**src/rtl/ctrl_trace_pkg.sv**
```systemverilog
// Shared types and constants for the control-word trace buffer.
// Entries are packed {timestamp, stat, ctrl} with ctrl in the low bits.
package ctrl_trace_pkg;

  localparam int unsigned DefCwWidth    = 24;
  localparam int unsigned DefStWidth    = 2;
  localparam int unsigned DefDepth      = 16;
  localparam int unsigned DefTsWidth    = 16;
  localparam bit          DefStopOnFull = 1'b0;

  typedef enum logic [1:0] {
    StIdle   = 2'd0,
    StRun    = 2'd1,
    StFrozen = 2'd2
  } trace_state_e;

  localparam int unsigned CtrlOffset = 0;

  function automatic int unsigned stat_offset(int unsigned cw_width);
    return cw_width;
  endfunction

  function automatic int unsigned ts_offset(int unsigned cw_width, int unsigned st_width);
    return cw_width + st_width;
  endfunction

endpackage

```
**src/rtl/trace_fifo.sv**
```systemverilog
// Single-clock FIFO with a registered read port; clr flushes pointers and count.
// A push while full is accepted only when a pop happens in the same cycle.
module trace_fifo #(
  parameter int unsigned Width = 8,
  parameter int unsigned Depth = 16
) (
  input  logic                       clk,
  input  logic                       rst,
  input  logic                       clr,
  input  logic                       wr_en,
  input  logic [Width-1:0]           wr_data,
  input  logic                       rd_en,
  output logic                       rd_valid,
  output logic [Width-1:0]           rd_data,
  output logic [$clog2(Depth):0]     count,
  output logic                       empty,
  output logic                       full
);

  localparam int unsigned PtrW = $clog2(Depth);
  localparam int unsigned CntW = PtrW + 1;

  logic [Width-1:0] mem_q [Depth];
  logic [PtrW-1:0]  wr_ptr_q, wr_ptr_d;
  logic [PtrW-1:0]  rd_ptr_q, rd_ptr_d;
  logic [CntW-1:0]  count_q, count_d;
  logic             rd_valid_q, rd_valid_d;
  logic [Width-1:0] rd_data_q, rd_data_d;
  logic             push, pop;

  assign empty = (count_q == '0);
  assign full  = (count_q == CntW'(Depth));
  assign pop   = rd_en && !empty && !clr;
  assign push  = wr_en && !clr && (!full || pop);

  always_comb begin
    wr_ptr_d   = wr_ptr_q;
    rd_ptr_d   = rd_ptr_q;
    count_d    = count_q;
    rd_valid_d = 1'b0;
    rd_data_d  = rd_data_q;
    if (clr) begin
      wr_ptr_d = '0;
      rd_ptr_d = '0;
      count_d  = '0;
    end else begin
      if (push) wr_ptr_d = wr_ptr_q + PtrW'(1);
      if (pop) begin
        rd_ptr_d  = rd_ptr_q + PtrW'(1);
        rd_data_d = mem_q[rd_ptr_q];
      end
      rd_valid_d = pop;
      count_d    = count_q + CntW'(push) - CntW'(pop);
    end
  end

  always_ff @(posedge clk) begin
    if (rst) begin
      wr_ptr_q   <= '0;
      rd_ptr_q   <= '0;
      count_q    <= '0;
      rd_valid_q <= 1'b0;
      rd_data_q  <= '0;
    end else begin
      wr_ptr_q   <= wr_ptr_d;
      rd_ptr_q   <= rd_ptr_d;
      count_q    <= count_d;
      rd_valid_q <= rd_valid_d;
      rd_data_q  <= rd_data_d;
    end
  end

  // Storage is never reset; only the pointers define what is valid.
  always_ff @(posedge clk) begin
    if (push && !rst) mem_q[wr_ptr_q] <= wr_data;
  end

  assign count    = count_q;
  assign rd_valid = rd_valid_q;
  assign rd_data  = rd_data_q;

endmodule

```
**src/rtl/ctrl_trace_buffer.sv**
```systemverilog
// Registers the control word and status strobes and logs timestamped snapshots
// into a FIFO, either every enabled cycle or on masked control-word changes.
module ctrl_trace_buffer
  import ctrl_trace_pkg::*;
#(
  parameter int unsigned CW_WIDTH     = DefCwWidth,
  parameter int unsigned ST_WIDTH     = DefStWidth,
  parameter int unsigned DEPTH        = DefDepth,
  parameter int unsigned TS_WIDTH     = DefTsWidth,
  parameter bit          STOP_ON_FULL = DefStopOnFull
) (
  input  logic                                   clk,
  input  logic                                   rst,
  input  logic                                   en,
  input  logic                                   mode,
  input  logic [CW_WIDTH-1:0]                    trig_mask,
  input  logic                                   clear,
  input  logic [CW_WIDTH-1:0]                    ctrl_in,
  input  logic [ST_WIDTH-1:0]                    stat_in,
  output logic [CW_WIDTH-1:0]                    ctrl_q,
  output logic [ST_WIDTH-1:0]                    stat_q,
  input  logic                                   rd_en,
  output logic                                   rd_valid,
  output logic [TS_WIDTH+ST_WIDTH+CW_WIDTH-1:0]  rd_data,
  output logic [$clog2(DEPTH):0]                 count,
  output logic                                   empty,
  output logic                                   full,
  output logic                                   overflow,
  output logic                                   frozen
);

  localparam int unsigned EntryW  = TS_WIDTH + ST_WIDTH + CW_WIDTH;
  localparam int unsigned StatLsb = stat_offset(CW_WIDTH);
  localparam int unsigned TsLsb   = ts_offset(CW_WIDTH, ST_WIDTH);

  logic [CW_WIDTH-1:0] ctrl_d;
  logic [ST_WIDTH-1:0] stat_d;
  logic [TS_WIDTH-1:0] ts_q, ts_d;
  trace_state_e        state_q, state_d;
  logic                overflow_q, overflow_d;
  logic                trig, capture, drop;
  logic [EntryW-1:0]   entry;

  // Change detection compares against last cycle's registered word.
  assign trig    = en && (!mode || |((ctrl_in ^ ctrl_q) & trig_mask));
  assign capture = (state_q == StRun) && trig && !clear;
  // A same-cycle pop frees a slot, so a full FIFO only drops without rd_en.
  assign drop    = capture && full && !rd_en;

  always_comb begin
    entry = '0;
    entry[CtrlOffset +: CW_WIDTH] = ctrl_in;
    entry[StatLsb +: ST_WIDTH]    = stat_in;
    entry[TsLsb +: TS_WIDTH]      = ts_q;
  end

  always_comb begin
    ctrl_d     = ctrl_in;
    stat_d     = stat_in;
    ts_d       = clear ? '0 : ts_q + TS_WIDTH'(1);
    overflow_d = clear ? 1'b0 : (overflow_q || drop);
    state_d    = state_q;
    if (clear) begin
      state_d = StIdle;
    end else begin
      unique case (state_q)
        StIdle:   if (en) state_d = StRun;
        StRun: begin
          if (drop && STOP_ON_FULL) state_d = StFrozen;
          else if (!en)             state_d = StIdle;
        end
        StFrozen: state_d = StFrozen;
        default:  state_d = StIdle;
      endcase
    end
  end

  always_ff @(posedge clk) begin
    if (rst) begin
      ctrl_q     <= '0;
      stat_q     <= '0;
      ts_q       <= '0;
      overflow_q <= 1'b0;
      state_q    <= StIdle;
    end else begin
      ctrl_q     <= ctrl_d;
      stat_q     <= stat_d;
      ts_q       <= ts_d;
      overflow_q <= overflow_d;
      state_q    <= state_d;
    end
  end

  trace_fifo #(
    .Width (EntryW),
    .Depth (DEPTH)
  ) u_fifo (
    .clk      (clk),
    .rst      (rst),
    .clr      (clear),
    .wr_en    (capture),
    .wr_data  (entry),
    .rd_en    (rd_en),
    .rd_valid (rd_valid),
    .rd_data  (rd_data),
    .count    (count),
    .empty    (empty),
    .full     (full)
  );

  assign overflow = overflow_q;
  assign frozen   = (state_q == StFrozen);

endmodule

```
**config.mk**
```make
export PLATFORM = sky130hd
export DESIGN_NAME = ctrl_trace_buffer
export DESIGN_NICKNAME = d
export VERILOG_FILES = /design/src/rtl/ctrl_trace_pkg.sv /design/src/rtl/trace_fifo.sv /design/src/rtl/ctrl_trace_buffer.sv
export SDC_FILE = /design/constraint.sdc
export NUM_CORES = 1
export LEC_CHECK = 0
export ABC_AREA = 1
export BUFFER_PORTS_ARGS = -buffer_cell sky130_fd_sc_hd__clkbuf_2
export CORE_MARGIN = 2
export CORE_UTILIZATION = 25
export CTS_BUF_LIST = sky130_fd_sc_hd__clkbuf_16
export DETAILED_ROUTE_END_ITERATION = 10
export GPL_TIMING_DRIVEN = 0
export PLACE_DENSITY = 0.48
export RECOVER_POWER = 25
export SYNTH_ARGS = -nofsm -noshare
export SYNTH_HDL_FRONTEND = slang
export SYNTH_SLANG_ARGS = --single-unit
```
**constraint.sdc**
```tcl
create_clock -name clk -period 4.8 [get_ports clk]
set_clock_uncertainty 0.15 [all_clocks]
set_input_delay 0.24 -clock clk [delete_from_list [all_inputs] [get_ports clk]]
set_output_delay 0.24 -clock clk [all_outputs]
set_load 0.01 [all_outputs]
```
# After elaboration in Yosys (flattened, before gate mapping)
# Memory sizes are Yosys's and may differ from the RTL's. A register that Yosys moved wholly into a read port is not among the register bits.
# Index checks and enable logic that the tools add are counted.
[totals]
memories = 1
wordCells = 53
ff_bits = 59
inputBits = 56
ram_bits = 672
[classes]
n_reduce_logical = 25
n_eq_ne = 5
add_sub_neg = 5
muxes = 5
n_bitwise = 3
[mem_list]
columns = ["memory", "words", "word_bits", "rd", "rd_clocked_by_memory_dff", "wr", "line", "rtl"]
rows = [
  ["u_fifo.mem_q", 16, 42, 1, 1, 1, "trace_fifo.sv:23", "logic [Width-1:0] mem_q [Depth];"],
]
[op_table]
columns = ["cell", "count"]
rows = [
  ["$and A24 B24 Y24", 1],
  ["$reduce_or A24 Y1", 1],
  ["$xor A24 B24 Y24", 1],
  ["$add A16 B1 Y16 const B", 1],
  ["$logic_and A1 B1 Y1", 10],
  ["$add A4 B1 Y4 const B", 2],
  ["$logic_not A1 Y1", 6],
  ["$pmux W2 S3", 1],
  ["$add A5 B1 Y5", 1],
  ["$eq A5 B5 Y1 const B", 1],
  ["$logic_not A5 Y1", 1],
  ["$sub A5 B1 Y5", 1],
  ["$mux W2", 2],
  ["$ne A2 B2 Y1 const B", 2],
  ["$reduce_and A2 Y1", 2],
  ["$logic_or A1 B1 Y1", 3],
  ["$eq A2 B1 Y1 const B", 1],
  ["$eq A2 B2 Y1 const B", 1],
  ["$logic_not A2 Y1", 1],
  ["$mux W1", 2],
  ["$reduce_or A2 Y1", 1],
  ["$not A1 Y1", 1],
]

# Logic depth before layout (Yosys ltp)
[logic_depth]
word_depth = 12
depth_mapped = 17
depth_no_buf = 17

# By module
# A second synthesis with hierarchy kept.
[hier_totals]
cells_unflattened = 3277
area_unflattened_um2 = 33000.4
[by_module_without_submodules]
columns = ["mod", "n_inst", "area_each_um2", "cells_each", "seq_area_each_um2"]
rows = [
  ["trace_fifo", 1, 30952.2, 2971, 21300.4],
  ["ctrl_trace_buffer", 1, 2048.2, 306, 900.9],
]

# Least setup slack after synthesis
# No wires, ideal clock.
[synth_timing]
kind = "flip-flop to flip-flop"
startpoint = "reg u_fifo.count_q[2] (netlist: u_fifo.count[2])"
endpoint = "mem u_fifo.mem_q[4][0] in the netlist's numbering (enable)"
stages_incl_launch_ff = 11
period_less_slack_ns = 5.076
setup_time_ns = 0.494
setup_slack_ns = -0.276
t_arrival_ns = 4.433
path_cell_list = "dfxtp_1 inv_1 ha_1 nand2_1 nor2_1 nand2_1 nand2_2 o21ai_2 nand4_2 buf_4 nor3_1"
[synth_between]
elab_chain_len = 9
word_cells_on_any_way = 11
classes_between = "eq/ne: 1; mux: 2; reduce/logical: 8"
[synth_lines]
columns = ["element", "line", "rtl"]
rows = [
  ["start, declared", "trace_fifo.sv:26", "logic [CntW-1:0] count_q, count_d;"],
  ["start signal, assigned", "trace_fifo.sv:67", "count_q <= count_d;"],
  ["$logic_not A5 Y1", "trace_fifo.sv:31", "assign empty = (count_q == '0);"],
  ["$logic_not A1 Y1", "trace_fifo.sv:33", "assign pop = rd_en && !empty && !clr;"],
  ["$logic_and A1 B1 Y1 (2 in a row)", "trace_fifo.sv:33", ""],
  ["$logic_or A1 B1 Y1 *", "trace_fifo.sv:34", "assign push = wr_en && !clr && (!full || pop);"],
  ["$logic_and A1 B1 Y1 *", "trace_fifo.sv:34", ""],
  ["$logic_and A1 B1 Y1 *", "trace_fifo.sv:75", "if (push && !rst) mem_q[wr_ptr_q] <= wr_data;"],
  ["$mux W1 *", "trace_fifo.sv:75", ""],
  ["$mux W1 (not written as such) *", "trace_fifo.sv:75", ""],
  ["end, declared", "trace_fifo.sv:23", ""],
]
# Every way passes the cells marked *; elsewhere a longest branch is shown, timed or not.

# Worst setup path in the final report
[layout_timing]
startpoint = "in ctrl_in[4]"
endpoint = "mem u_fifo.mem_q[5][3] in the netlist's numbering (enable)"
[layout_between]
elab_chain_len = 12
[layout_lines]
columns = ["element", "line", "rtl"]
rows = [
  ["start, declared", "ctrl_trace_buffer.sv:18", "input logic [CW_WIDTH-1:0] ctrl_in,"],
  ["$xor A24 B24 Y24", "ctrl_trace_buffer.sv:45", "assign trig = en && (!mode || |((ctrl_in ^ ctrl_q) & trig_mask));"],
  ["$and A24 B24 Y24", "ctrl_trace_buffer.sv:45", ""],
  ["$reduce_or A24 Y1", "ctrl_trace_buffer.sv:45", ""],
  ["$logic_or A1 B1 Y1", "ctrl_trace_buffer.sv:45", ""],
  ["$logic_and A1 B1 Y1", "ctrl_trace_buffer.sv:45", ""],
  ["$logic_and A1 B1 Y1 (2 in a row)", "ctrl_trace_buffer.sv:46", "assign capture = (state_q == StRun) && trig && !clear;"],
  ["$logic_and A1 B1 Y1 (2 in a row)", "trace_fifo.sv:34", ""],
  ["$logic_and A1 B1 Y1", "trace_fifo.sv:75", ""],
  ["$mux W1", "trace_fifo.sv:75", ""],
  ["$mux W1 (not written as such)", "trace_fifo.sv:75", ""],
]
# Every way passes these cells.

==> results.md <==
- Root buf cell: clkbuf_16
- Kind of critical path: input pin to flop
- RSZ-0062 raised after global routing: no
- Final Setup Violations: 0
- Gr usage total: 16.19%
- Leakage: 12.57 nW
- Final slew viol count: 0
- Sequential area share after synthesis: 72.33%
- Detailed Route WL: 103.7 mm
- Final Cycle Share: 92.06%
- Synth unique cells: 38
- HPWL after detailed placement: 71.05 mm
- Final net count: 2931
- CTS tree: built
- Clk buf depth: 3
- Post-synth EDFFs: 672
- Minimum hold slack: 36.98 ps
- Commonest cells after routing, fill and taps aside: edfxtp_1, nor2_1, o21ai_0
- Maxcap violations: 0
- Die Ht: 354.4 um
- Drt wl/cell: 22.73 um
- Core area: 0.1219 mm2
- Status: finished clean
- Largest net degree at the start of global routing: 23
- Commonest non-fill, non-tap cell in the layout: edfxtp_1
- Initial Utilization: 25.19%
- First-pass detailed-route iteration total: 7
- Peak supply drop: 0.2320 mV
- Pwr dens: 388.5 mW/mm2
- Min cycle time layout: 4419 ps
- Slew margin rel.: 8.507%
- PortBufs: 132
- Cell Area, Synth: 0.03070 mm2
- Synth Net Count: 2597
- DR vias: 21214
- Layout cell share with drive strength beyond 1: 15.06%
- Yosys warning count: 0
- Die W: 354.4 um
- Max Fclk: 226.3 MHz
- Die area: 0.1256 mm2
- Clock Pin Slew Worst Setup and Hold Paths: 60 ps
- Worst setup EP type: flop
- Yosys reg bits: 773
- Crit start category: input pin
- GR Overflow Total: 0
- Starting DRC count in detailed routing: 1976
- # placed instances: 4371
- Crit path max fanout: 19
- Final GP Congestion: 0.7659
- Cts bufs inserted: 89
- Synth Instances: 2528
- Ports: 134
- FF-to-FF path depth: 17
- Final Hold Fails: 0
- Clock Latency Late Sink: 640 ps
- First-pass GRT wire length: 147.2 mm
- Arrival time at the worst endpoint: 4610 ps
- Hold Crit Class: input pin to flop
- Synthesized area per cell: 12.14 um2
- H-tree Lvls: 3
- Vias in the first global route: 20363
- Clk sinks: 773
- Hold Path Stages: 4
- Vias per inst: 4.651
- DR DRC count: 0
- Initial antenna violation count: 0
- Post-DRT Antenna Nets: 0
- Measured slew at the worst slew-check pin: 1372 ps
- Async set or reset register ratio after synthesis: 0%
- Critical Path RT: 4990 ps
- Synth Flop Type: edfxtp_1
- Layout area overhead: 22.23%
- Std cell rows: 128
- Layout Cells excl Fill: 4561
## per-stage QoR
step | TNS (ps) | util, % | setup WS (ps) | cell area (um2) | total power, mW
after floorplan | -119610 | - | -276.4 | 30700 | 7.886
after global placement | -3199670 | 27.40 | -5533 | 33390 | 8.286
after detailed placement | 0 | 28.34 | 272.7 | 34540 | 8.292
after CTS | 0 | 30.80 | 581.1 | 37530 | 14.71
after global routing | 0 | 30.78 | 201.8 | 37520 | 15.04
final | 0 | 30.78 | 381.2 | 37520 | 14.57
## worst paths after layout
path | from | end | slack, ps
setup / recovery | ctrl_in[4] | u_fifo.mem_q[5][3] | 380
hold / removal | clear | overflow | 40
setup reg to reg | u_fifo.count[2] | u_fifo.count[4] | 770
hold reg to reg | state_q[0] | state_q[1] | 300
## routing by layer
| metal | global-route usage [%] | vias to the layer above | part of all wire [%] |
|---|---|---|---|
| met1 | 21.22 | 10543 | 43 |
| met3 | 2.715 | 146 | 6.4 |
| met5 | 0 | - | 0 |
| met4 | 5.729 | 0 | 3.0 |
| met2 | 26.97 | 737 | 48 |
| li1 | - | 9788 | - |
## layout make-up
type                       instances  area [um2]
multi-input combinational       1457        7254
clock buffer                      93        2327
sequential                       773       22200
tap                             1625        2033
clock inverter                    71       416.7
inverter                         139       524.3
fill                           12303       84360
timing repair buffer             243        1958
buffer                           159       800.8
antenna                            1       2.502
## flip-flops by register name, indices dropped and copies added (netlist names)
register / flops
ctrl_q: 24
overflow: 1
stat_q: 2
state_q: 2
ts_q: 16
u_fifo.count: 5
u_fifo.mem_q: 672
u_fifo.rd_data: 42
u_fifo.rd_ptr_q: 4
u_fifo.rd_valid: 1
u_fifo.wr_ptr_q: 4
## cell usage after synthesis, types with 2 or more instances
cell type | n | area [um2]
nand3_1 | 154 | 770.7
buf_2 | 47 | 235.2
o211ai_1 | 210 | 1577
edfxtp_1 | 672 | 20180
a21oi_1 | 15 | 75.07
o21ai_1 | 106 | 530.5
inv_2 | 23 | 86.33
nand2_1 | 94 | 352.8
nor2_2 | 2 | 12.51
inv_1 | 112 | 420.4
nor3_1 | 22 | 110.1
clkbuf_1 | 76 | 285.3
clkinv_1 | 3 | 11.26
nor3_2 | 3 | 30.03
nand4_1 | 7 | 43.79
buf_1 | 13 | 48.80
dfxtp_1 | 101 | 2022
o21ai_0 | 243 | 1216
nor3b_1 | 2 | 15.01
buf_4 | 8 | 60.06
buf_6 | 15 | 168.9
nor2_1 | 573 | 2151
ha_1 | 12 | 150.1
## cell families after synthesis
| logic type | count (synthesis) | synth area share (%) |
|---|---|---|
| buf+inv | 298 | 4.308 |
| flops | 773 | 72.33 |
| compound gates | 578 | 11.17 |
| xor+xnor | 2 | 0.05708 |
| fa+ha+maj | 13 | 0.5543 |
| simple gates | 864 | 11.58 |
## worst max-delay path: stages
cell and delay (ps):
dlygate4sd3_1 520, clkbuf_1 630, or2_0 190, nand3_1 70
nand4_1 290, nor2_1 90, nand2_1 390, nand4_2 340
buf_4 310, nor3_2 680, buf_6 260, buf_6 190
buf_6 180, buf_6 170
## where the power goes
part | leakage (nW) | total, mW | internal, mW | switching [mW]
Clock | 1.46 | 6.42 | 3.66 | 2.77
Combinational | 4.36 | 0.806 | 0.232 | 0.573
Sequential | 6.74 | 7.35 | 7.31 | 0.0344
## what timing repair did
action,CTS,global route
buffers inserted,0,0
hold buffers,25,0
gates resized for setup,0,0
endpoints found under the hold margin,383,0
Power figures use the tool's default switching activity.
